--- config.mk ---
export PLATFORM = sky130hd
export DESIGN_NAME = hazard_controller_flat
export DESIGN_NICKNAME = d
export VERILOG_FILES = /design/src/rtl/hazard_controller_if.sv /design/src/rtl/hazard_controller.sv /design/src/flat_wrapper.sv
export SDC_FILE = /design/constraint.sdc
export NUM_CORES = 1
export LEC_CHECK = 0
export ABC_CLOCK_PERIOD_IN_PS = 2340
export CAP_MARGIN = 25
export CORE_MARGIN = 2
export CORE_UTILIZATION = 40
export CTS_CLUSTER_SIZE = 12
export DETAILED_ROUTE_END_ITERATION = 7
export DONT_BUFFER_PORTS = 1
export PLACE_DENSITY_LB_ADDON = 0.25
export SYNTH_ARGS = -nofsm -noshare
export SYNTH_HDL_FRONTEND = slang
export SYNTH_SLANG_ARGS = --single-unit
--- constraint.sdc ---
create_clock -name clk -period 2.34 [get_ports clk]
set_input_delay 0.468 -clock clk [delete_from_list [all_inputs] [get_ports clk]]
set_output_delay 0.468 -clock clk [all_outputs]
set_load 0.005 [all_outputs]
--- src/rtl/hazard_controller_if.sv ---
// rtl/hazard_controller_if.sv - ID/EX/MEM side signals between the pipeline and the hazard controller
//   slave  (controller): takes id_* decode info, ex_taken, dm_req/dm_ready;
//                        drives pipeline enables/flushes, fwd_a/fwd_b, mem_err, stall_cycles
//   master (pipeline)  : the opposite directions
interface hazard_controller_if #(
   parameter int REG_ADDR_W = 5,
   parameter int CNT_W      = 32
);
   logic                  id_valid;
   logic [REG_ADDR_W-1:0] id_rs1;
   logic [REG_ADDR_W-1:0] id_rs2;
   logic                  id_use_rs1;
   logic                  id_use_rs2;
   logic [REG_ADDR_W-1:0] id_rd;
   logic                  id_ruwr;
   logic                  id_load;
   logic                  ex_taken;
   logic                  dm_req;
   logic                  dm_ready;
   logic                  pc_en;
   logic                  ifid_en;
   logic                  ifid_flush;
   logic                  idex_en;
   logic                  idex_bubble;
   logic                  exmem_en;
   logic                  memwb_en;
   logic [1:0]            fwd_a;
   logic [1:0]            fwd_b;
   logic                  mem_err;
   logic [CNT_W-1:0]      stall_cycles;

   modport slave (
      input  id_valid, id_rs1, id_rs2, id_use_rs1, id_use_rs2, id_rd, id_ruwr, id_load,
             ex_taken, dm_req, dm_ready,
      output pc_en, ifid_en, ifid_flush, idex_en, idex_bubble, exmem_en, memwb_en,
             fwd_a, fwd_b, mem_err, stall_cycles
   );

   modport master (
      output id_valid, id_rs1, id_rs2, id_use_rs1, id_use_rs2, id_rd, id_ruwr, id_load,
             ex_taken, dm_req, dm_ready,
      input  pc_en, ifid_en, ifid_flush, idex_en, idex_bubble, exmem_en, memwb_en,
             fwd_a, fwd_b, mem_err, stall_cycles
   );
endinterface

--- src/rtl/hazard_controller.sv ---
// rtl/hazard_controller.sv - forwarding, load-use stall, branch flush and memory-wait freeze for a 5-stage RV32I pipeline
//   clk, rst : clock and synchronous active-high reset
//   hz       : hazard_controller_if.slave (ID decode info in, pipeline enables/flushes/forward selects out)
module hazard_controller #(
   parameter int REG_ADDR_W = 5,
   parameter int MAX_WAIT   = 15,
   parameter int CNT_W      = 32
) (
   input  logic                clk,
   input  logic                rst,
   hazard_controller_if.slave  hz
);
   typedef enum logic [1:0] {ST_RUN, ST_MEMWAIT, ST_ERR} state_e;

   localparam logic [7:0] MAX_WAIT_C = 8'(MAX_WAIT);

   state_e                state_q, state_d;
   logic [7:0]            wait_cnt_q, wait_cnt_d;
   logic [CNT_W-1:0]      stall_q, stall_d;

   // Shadow copy of register usage for the instructions in EX, MEM and WB.
   logic [REG_ADDR_W-1:0] ex_rd_q, ex_rd_d, ex_rs1_q, ex_rs1_d, ex_rs2_q, ex_rs2_d;
   logic                  ex_wr_q, ex_wr_d, ex_ld_q, ex_ld_d;
   logic                  ex_use1_q, ex_use1_d, ex_use2_q, ex_use2_d;
   logic [REG_ADDR_W-1:0] mem_rd_q, mem_rd_d, wb_rd_q, wb_rd_d;
   logic                  mem_wr_q, mem_wr_d, wb_wr_q, wb_wr_d;

   logic       frozen, load_use, id_wr;
   logic       pc_en, ifid_en, ifid_flush, idex_en, idex_bubble, exmem_en, memwb_en;
   logic [1:0] fwd_a, fwd_b;

   always_comb begin
      // In MEMWAIT the access is still open until dm_ready, whatever dm_req does.
      frozen = (state_q == ST_ERR)
             || (state_q == ST_MEMWAIT && !hz.dm_ready)
             || (state_q == ST_RUN && hz.dm_req && !hz.dm_ready);
      load_use = hz.id_valid && ex_ld_q && ex_wr_q
               && ((hz.id_use_rs1 && hz.id_rs1 == ex_rd_q)
                || (hz.id_use_rs2 && hz.id_rs2 == ex_rd_q));
      // A write to x0 is dropped at capture so it can never forward or stall.
      id_wr = hz.id_ruwr && (hz.id_rd != '0);

      pc_en       = 1'b1;
      ifid_en     = 1'b1;
      ifid_flush  = 1'b0;
      idex_en     = 1'b1;
      idex_bubble = 1'b0;
      exmem_en    = 1'b1;
      memwb_en    = 1'b1;
      if (rst) begin
         {pc_en, ifid_en, idex_en, exmem_en, memwb_en} = '0;
         ifid_flush  = 1'b1;
         idex_bubble = 1'b1;
      end else if (frozen) begin
         {pc_en, ifid_en, idex_en, exmem_en, memwb_en} = '0;
      end else if (hz.ex_taken) begin
         // Flush wins over load-use: the stalled instruction is squashed anyway.
         ifid_flush  = 1'b1;
         idex_bubble = 1'b1;
      end else if (load_use) begin
         pc_en       = 1'b0;
         ifid_en     = 1'b0;
         idex_bubble = 1'b1;
      end

      fwd_a = 2'b00;
      fwd_b = 2'b00;
      if (!rst) begin
         if (ex_use1_q && mem_wr_q && mem_rd_q == ex_rs1_q)     fwd_a = 2'b10;
         else if (ex_use1_q && wb_wr_q && wb_rd_q == ex_rs1_q)  fwd_a = 2'b01;
         if (ex_use2_q && mem_wr_q && mem_rd_q == ex_rs2_q)     fwd_b = 2'b10;
         else if (ex_use2_q && wb_wr_q && wb_rd_q == ex_rs2_q)  fwd_b = 2'b01;
      end
   end

   always_comb begin
      state_d    = state_q;
      wait_cnt_d = wait_cnt_q;
      case (state_q)
         ST_RUN: begin
            if (hz.dm_req && !hz.dm_ready) begin
               state_d    = ST_MEMWAIT;
               wait_cnt_d = 8'd1;
            end
         end
         ST_MEMWAIT: begin
            if (hz.dm_ready) begin
               state_d    = ST_RUN;
               wait_cnt_d = 8'd0;
            end else if (wait_cnt_q == MAX_WAIT_C) begin
               state_d = ST_ERR;
            end else begin
               wait_cnt_d = wait_cnt_q + 8'd1;
            end
         end
         default: state_d = ST_ERR;
      endcase

      stall_d = stall_q;
      if (!pc_en && stall_q != '1) stall_d = stall_q + {{(CNT_W-1){1'b0}}, 1'b1};

      ex_rd_d   = ex_rd_q;   ex_rs1_d  = ex_rs1_q;  ex_rs2_d = ex_rs2_q;
      ex_wr_d   = ex_wr_q;   ex_ld_d   = ex_ld_q;
      ex_use1_d = ex_use1_q; ex_use2_d = ex_use2_q;
      mem_rd_d  = mem_rd_q;  mem_wr_d  = mem_wr_q;
      wb_rd_d   = wb_rd_q;   wb_wr_d   = wb_wr_q;
      if (!frozen) begin
         wb_rd_d  = mem_rd_q;
         wb_wr_d  = mem_wr_q;
         mem_rd_d = ex_rd_q;
         mem_wr_d = ex_wr_q;
         ex_rd_d  = hz.id_rd;
         ex_rs1_d = hz.id_rs1;
         ex_rs2_d = hz.id_rs2;
         if (hz.id_valid && !idex_bubble) begin
            ex_wr_d   = id_wr;
            ex_ld_d   = hz.id_load && id_wr;
            ex_use1_d = hz.id_use_rs1;
            ex_use2_d = hz.id_use_rs2;
         end else begin
            {ex_wr_d, ex_ld_d, ex_use1_d, ex_use2_d} = '0;
         end
      end
   end

   always_ff @(posedge clk) begin
      if (rst) begin
         state_q    <= ST_RUN;
         wait_cnt_q <= '0;
         stall_q    <= '0;
         ex_rd_q    <= '0; ex_rs1_q <= '0; ex_rs2_q <= '0;
         ex_wr_q    <= 1'b0; ex_ld_q <= 1'b0; ex_use1_q <= 1'b0; ex_use2_q <= 1'b0;
         mem_rd_q   <= '0; mem_wr_q <= 1'b0;
         wb_rd_q    <= '0; wb_wr_q  <= 1'b0;
      end else begin
         state_q    <= state_d;
         wait_cnt_q <= wait_cnt_d;
         stall_q    <= stall_d;
         ex_rd_q    <= ex_rd_d; ex_rs1_q <= ex_rs1_d; ex_rs2_q <= ex_rs2_d;
         ex_wr_q    <= ex_wr_d; ex_ld_q <= ex_ld_d; ex_use1_q <= ex_use1_d; ex_use2_q <= ex_use2_d;
         mem_rd_q   <= mem_rd_d; mem_wr_q <= mem_wr_d;
         wb_rd_q    <= wb_rd_d;  wb_wr_q  <= wb_wr_d;
      end
   end

   assign hz.pc_en        = pc_en;
   assign hz.ifid_en      = ifid_en;
   assign hz.ifid_flush   = ifid_flush;
   assign hz.idex_en      = idex_en;
   assign hz.idex_bubble  = idex_bubble;
   assign hz.exmem_en     = exmem_en;
   assign hz.memwb_en     = memwb_en;
   assign hz.fwd_a        = fwd_a;
   assign hz.fwd_b        = fwd_b;
   assign hz.mem_err      = !rst && (state_q == ST_ERR);
   assign hz.stall_cycles = stall_q;
endmodule

--- src/flat_wrapper.sv ---
// flat-port wrapper written by rule: the top's interface ports become plain ports
module hazard_controller_flat 
#(
   parameter int REG_ADDR_W = 5,
   parameter int MAX_WAIT   = 15,
   parameter int CNT_W      = 32
)
  (clk, rst, hz_id_valid, hz_id_rs1, hz_id_rs2, hz_id_use_rs1, hz_id_use_rs2, hz_id_rd, hz_id_ruwr, hz_id_load, hz_ex_taken, hz_dm_req, hz_dm_ready, hz_pc_en, hz_ifid_en, hz_ifid_flush, hz_idex_en, hz_idex_bubble, hz_exmem_en, hz_memwb_en, hz_fwd_a, hz_fwd_b, hz_mem_err, hz_stall_cycles);
  hazard_controller_if #(.REG_ADDR_W(REG_ADDR_W), .CNT_W(CNT_W)) hz_i ();
  input  logic clk;
  input  logic rst;
  input wire logic [$bits(hz_i.id_valid)-1:0] hz_id_valid;
  input wire logic [$bits(hz_i.id_rs1)-1:0] hz_id_rs1;
  input wire logic [$bits(hz_i.id_rs2)-1:0] hz_id_rs2;
  input wire logic [$bits(hz_i.id_use_rs1)-1:0] hz_id_use_rs1;
  input wire logic [$bits(hz_i.id_use_rs2)-1:0] hz_id_use_rs2;
  input wire logic [$bits(hz_i.id_rd)-1:0] hz_id_rd;
  input wire logic [$bits(hz_i.id_ruwr)-1:0] hz_id_ruwr;
  input wire logic [$bits(hz_i.id_load)-1:0] hz_id_load;
  input wire logic [$bits(hz_i.ex_taken)-1:0] hz_ex_taken;
  input wire logic [$bits(hz_i.dm_req)-1:0] hz_dm_req;
  input wire logic [$bits(hz_i.dm_ready)-1:0] hz_dm_ready;
  output wire logic [$bits(hz_i.pc_en)-1:0] hz_pc_en;
  output wire logic [$bits(hz_i.ifid_en)-1:0] hz_ifid_en;
  output wire logic [$bits(hz_i.ifid_flush)-1:0] hz_ifid_flush;
  output wire logic [$bits(hz_i.idex_en)-1:0] hz_idex_en;
  output wire logic [$bits(hz_i.idex_bubble)-1:0] hz_idex_bubble;
  output wire logic [$bits(hz_i.exmem_en)-1:0] hz_exmem_en;
  output wire logic [$bits(hz_i.memwb_en)-1:0] hz_memwb_en;
  output wire logic [$bits(hz_i.fwd_a)-1:0] hz_fwd_a;
  output wire logic [$bits(hz_i.fwd_b)-1:0] hz_fwd_b;
  output wire logic [$bits(hz_i.mem_err)-1:0] hz_mem_err;
  output wire logic [$bits(hz_i.stall_cycles)-1:0] hz_stall_cycles;
  assign hz_i.id_valid = hz_id_valid;
  assign hz_i.id_rs1 = hz_id_rs1;
  assign hz_i.id_rs2 = hz_id_rs2;
  assign hz_i.id_use_rs1 = hz_id_use_rs1;
  assign hz_i.id_use_rs2 = hz_id_use_rs2;
  assign hz_i.id_rd = hz_id_rd;
  assign hz_i.id_ruwr = hz_id_ruwr;
  assign hz_i.id_load = hz_id_load;
  assign hz_i.ex_taken = hz_ex_taken;
  assign hz_i.dm_req = hz_dm_req;
  assign hz_i.dm_ready = hz_dm_ready;
  assign hz_pc_en = hz_i.pc_en;
  assign hz_ifid_en = hz_i.ifid_en;
  assign hz_ifid_flush = hz_i.ifid_flush;
  assign hz_idex_en = hz_i.idex_en;
  assign hz_idex_bubble = hz_i.idex_bubble;
  assign hz_exmem_en = hz_i.exmem_en;
  assign hz_memwb_en = hz_i.memwb_en;
  assign hz_fwd_a = hz_i.fwd_a;
  assign hz_fwd_b = hz_i.fwd_b;
  assign hz_mem_err = hz_i.mem_err;
  assign hz_stall_cycles = hz_i.stall_cycles;
  hazard_controller #(.REG_ADDR_W(REG_ADDR_W), .MAX_WAIT(MAX_WAIT), .CNT_W(CNT_W)) u_core (.clk(clk), .rst(rst), .hz(hz_i));
endmodule
==> results.ini <==
[run_status]
status = complete, no violations

[logic_synthesis]
yosysSeqAreaShare_pct = 38.9
synthTopCellsByCount = 73 x dfxtp_1, 73 x nand2_1, 50 x a21oi_1, 32 x nor2_1, 21 x o21ai_0
netlist.area_leader.share_pct = 38.9
synthCells = 470
syn_avg_cell_area_um2 = 7.98
yosys.cell_types.count = 52
netlist_area_um2 = 3750
synth_edf_count = 0
yosys_register_bits = 73
synth_fp_nets = 497
synth_area_leaders = dfxtp_1 39%, nand2_1 7.3%, a21oi_1 6.7%
synth_area_leader_cell = dfxtp_1
ys.flop_type = dfxtp_1
yosysWarnings = 0
async_reset_ff_share_pct = 0

[final_layout]
areaGrowthSynthToFinish_pct = 12.8
seq_area_um2 = 1470
multi_input_area_um2 = 2180
drive_gt1_share_pct = 14.6
antenna_cells = 0
final_nets = 508
fillers = 902
final_area_um2 = 4230

[floorplan]
dieWidth_um = 101
rows = 35
start_util_pct = 41.0
core_area_um2 = 9150
die_height_um = 101
dieArea_um2 = 10200
design.portCount = 69

[critical_path]
crit_arrival_ns = 1.77
crit_path_end_kind = output port
worstReg2RegStart = u_core.ex_rd_q[0]$_SDFFE_PP0N_
worstSetupPathType = flop to output port
crit_path_max_fanout = 4
start_kind = flop
r2r_slack_ns = 0.14
crit_path_end = hz_idex_bubble
crit_start = u_core.ex_rd_q[1]$_SDFFE_PP0N_
r2r_end = u_core.hz.stall_cycles[7]$_SDFFE_PP0P_
required_ns = 1.87
reg2regPathDepth = 7

[clock_network]
clock_latency_ns = 0.36
cts.htree.levels = 3
cts_tree = yes
clock_path_buffers = 2
clkTransAtPathRegs_ns = 0.09
clock_tree.root_cell = clkbuf_8
cts_sinks = 73
cts_buffers = 9

[detailed_routing]
drt_iter0_drc = 79
wl_um = 9380
num_vias = 3377
wl_per_cell_um = 15.7
remaining_drc_errors = 0
viasPerCell = 5.67
first_pass_iters = 4
ant_nets = 0

[pwr]
power_density_nw_per_um2 = 599
power_mw = 2.54
power_leakage_nw = 1.48
ir_worst_vdd_v = 0.000342

[timing]
final_max_slew_viol_count = 0
rsz0062_at_grt = true
period_share_pct = 95.6
slew_headroom_pct = 46.0
finalClockSkew_ns = 0.0167
period_needed_ns = 2.24
hold_viol = 0
worst_slew_pin_slew_ns = 0.809
fmax_mhz = 447
setup_viol = 0
finalSetupTns_ns = 0

[place]
globalplace.congestion = 0.841
io_buffers = 0
placed_area_um2 = 3960
dp.final_hpwl_um = 6210

[worst_hold_path]
hold_class = input pin to flop

[global_route]
overflow = 0
antenna_found_initial = 0
grt_max_degree = 86
track_usage_pct = 19.2
first_global_vias = 3263
grt_pass1_wl_um = 15600

[flow_run]
maxCapViolations = 0

where the power goes:
part / internal (mW) / total (mW) / switching (mW) / leakage, nW
clock: 0.514 / 1.01 / 0.501 / 0.0981
sequential: 1.27 / 1.31 / 0.0383 / 0.594
combinational: 0.0948 / 0.209 / 0.114 / 0.783
cells by family after synthesis:
kind of cell / count (synthesis) / synth area share (%)
and+or+nand+nor: 217 / 30.3
AOI/OAI and AO/OA: 97 / 14.9
DFF: 73 / 38.9
buffers and inverters: 39 / 4.80
xor gates and xnor gates: 33 / 7.70
muxes: 9 / 2.67
adders and majority gates: 2 / 0.667
registers in the layout, indices dropped and copies added (netlist names):
signal	flops
u_core.state_q	2
u_core.wb_wr_q	1
u_core.ex_rs1_q	5
u_core.mem_wr_q	1
u_core.ex_ld_q	1
u_core.ex_rs2_q	5
u_core.ex_rd_q	5
u_core.mem_rd_q	5
u_core.wb_rd_q	5
u_core.wait_cnt_q	8
u_core.ex_wr_q	1
u_core.ex_use1_q	1
u_core.hz.stall_cycles	32
u_core.ex_use2_q	1
metal layers:
metal,share of wire (%),GRT usage (%),wire length [µm]
met1,44,23.1,4120
met2,48,31.1,4520
met3,7.0,7.77,658
met4,0.85,6.53,80
met5,0,0,0
cell usage in the layout, fill, tap and decap left out, types with 2 or more instances in the layout:
| cell | netlist | routed |
|---|---|---|
| o21ai_0 | 21 | 20 |
| nor4_1 | 5 | 3 |
| nand3_1 | 18 | 18 |
| a21oi_1 | 50 | 50 |
| o22ai_1 | 3 | 2 |
| and2_1 | 2 | 2 |
| clkinv_2 | 0 | 2 |
| buf_4 | 3 | 25 |
| nor2b_1 | 9 | 9 |
| nor4_2 | 0 | 2 |
| nand3b_1 | 4 | 4 |
| clkbuf_8 | 0 | 10 |
| nand2b_1 | 3 | 2 |
| ha_1 | 2 | 2 |
| nor2_2 | 0 | 3 |
| or4_1 | 12 | 12 |
| nand2_1 | 73 | 73 |
| dfxtp_1 | 73 | 70 |
| or3_1 | 14 | 14 |
| and3_1 | 7 | 7 |
| inv_1 | 9 | 9 |
| nor2_1 | 32 | 31 |
| nor3_1 | 5 | 5 |
| nor4b_1 | 2 | 2 |
| xnor2_1 | 19 | 18 |
| a41oi_1 | 2 | 2 |
| mux2_2 | 8 | 8 |
| nand4_1 | 19 | 19 |
| nor3b_1 | 4 | 3 |
| dfxtp_2 | 0 | 3 |
| o31ai_1 | 9 | 9 |
| xor2_1 | 14 | 14 |
worst min path at each step:
stage | start | to | slack [ns] | depth (start not counted)
after global routing | rst | u_core.wait_cnt_q[6]$_SDFFE_PP0P_ | 0.14 | 1
after CTS | rst | u_core.wait_cnt_q[6]$_SDFFE_PP0P_ | 0.16 | 1
after floorplan | u_core.wb_wr_q$_SDFFE_PP0N_ | u_core.wb_wr_q$_SDFFE_PP0N_ | 0.43 | 2
after detailed placement | u_core.wb_wr_q$_SDFFE_PP0N_ | u_core.wb_wr_q$_SDFFE_PP0N_ | 0.45 | 2
after global placement | u_core.wb_wr_q$_SDFFE_PP0N_ | u_core.wb_wr_q$_SDFFE_PP0N_ | 0.44 | 2
final | rst | u_core.wait_cnt_q[6]$_SDFFE_PP0P_ | 0.17 | 1
cell type report:
| class | count | share of cell area (%) |
|---|---|---|
| Tap cell | 111 | 3.28 |
| Inverter | 9 | 0.798 |
| Multi-Input combinational cell | 361 | 51.6 |
| Clock buffer | 10 | 3.25 |
| Sequential cell | 73 | 34.6 |
| Timing Repair Buffer | 27 | 5.17 |
| Clock inverter | 5 | 1.33 |
repair_timing:
action | 4_1_cts | 5_1_grt
cloned | 2 | 1
hold buffers | 0 | 0
endpoints found under the hold margin | 0 | 0
pin swaps | 1 | 3
setup buffers | 0 | 1
resized for setup | 2 | 9
endpoints found under the setup margin | 2 | 8
worst max-delay path, stage by stage (launching register included):
cell and delay [ns]:
dfxtp_1 0.42, xnor2_1 0.14, nand4_1 0.23, o22ai_1 0.23
and3_1 0.22, a31o_2 0.17
metrics by stage:
| step | hold WS [ns] | setup WS, ns | std cells | utilization, % |
|---|---|---|---|---|
| 5_1_grt | 0.142 | -0.0199 | 596 | 46.2 |
| 3_5_place_dp | 0.446 | -0.0289 | 577 | 43.3 |
| 3_3_place_gp | 0.437 | 0.0409 | 577 | 43.3 |
| 6_report | 0.171 | 0.103 | 596 | 46.2 |
| 2_1_floorplan | 0.432 | 0.109 | 470 | - |
| 4_1_cts | 0.158 | 0.0341 | 594 | 45.7 |
Note: power is estimated with default switching activity, not from simulation.
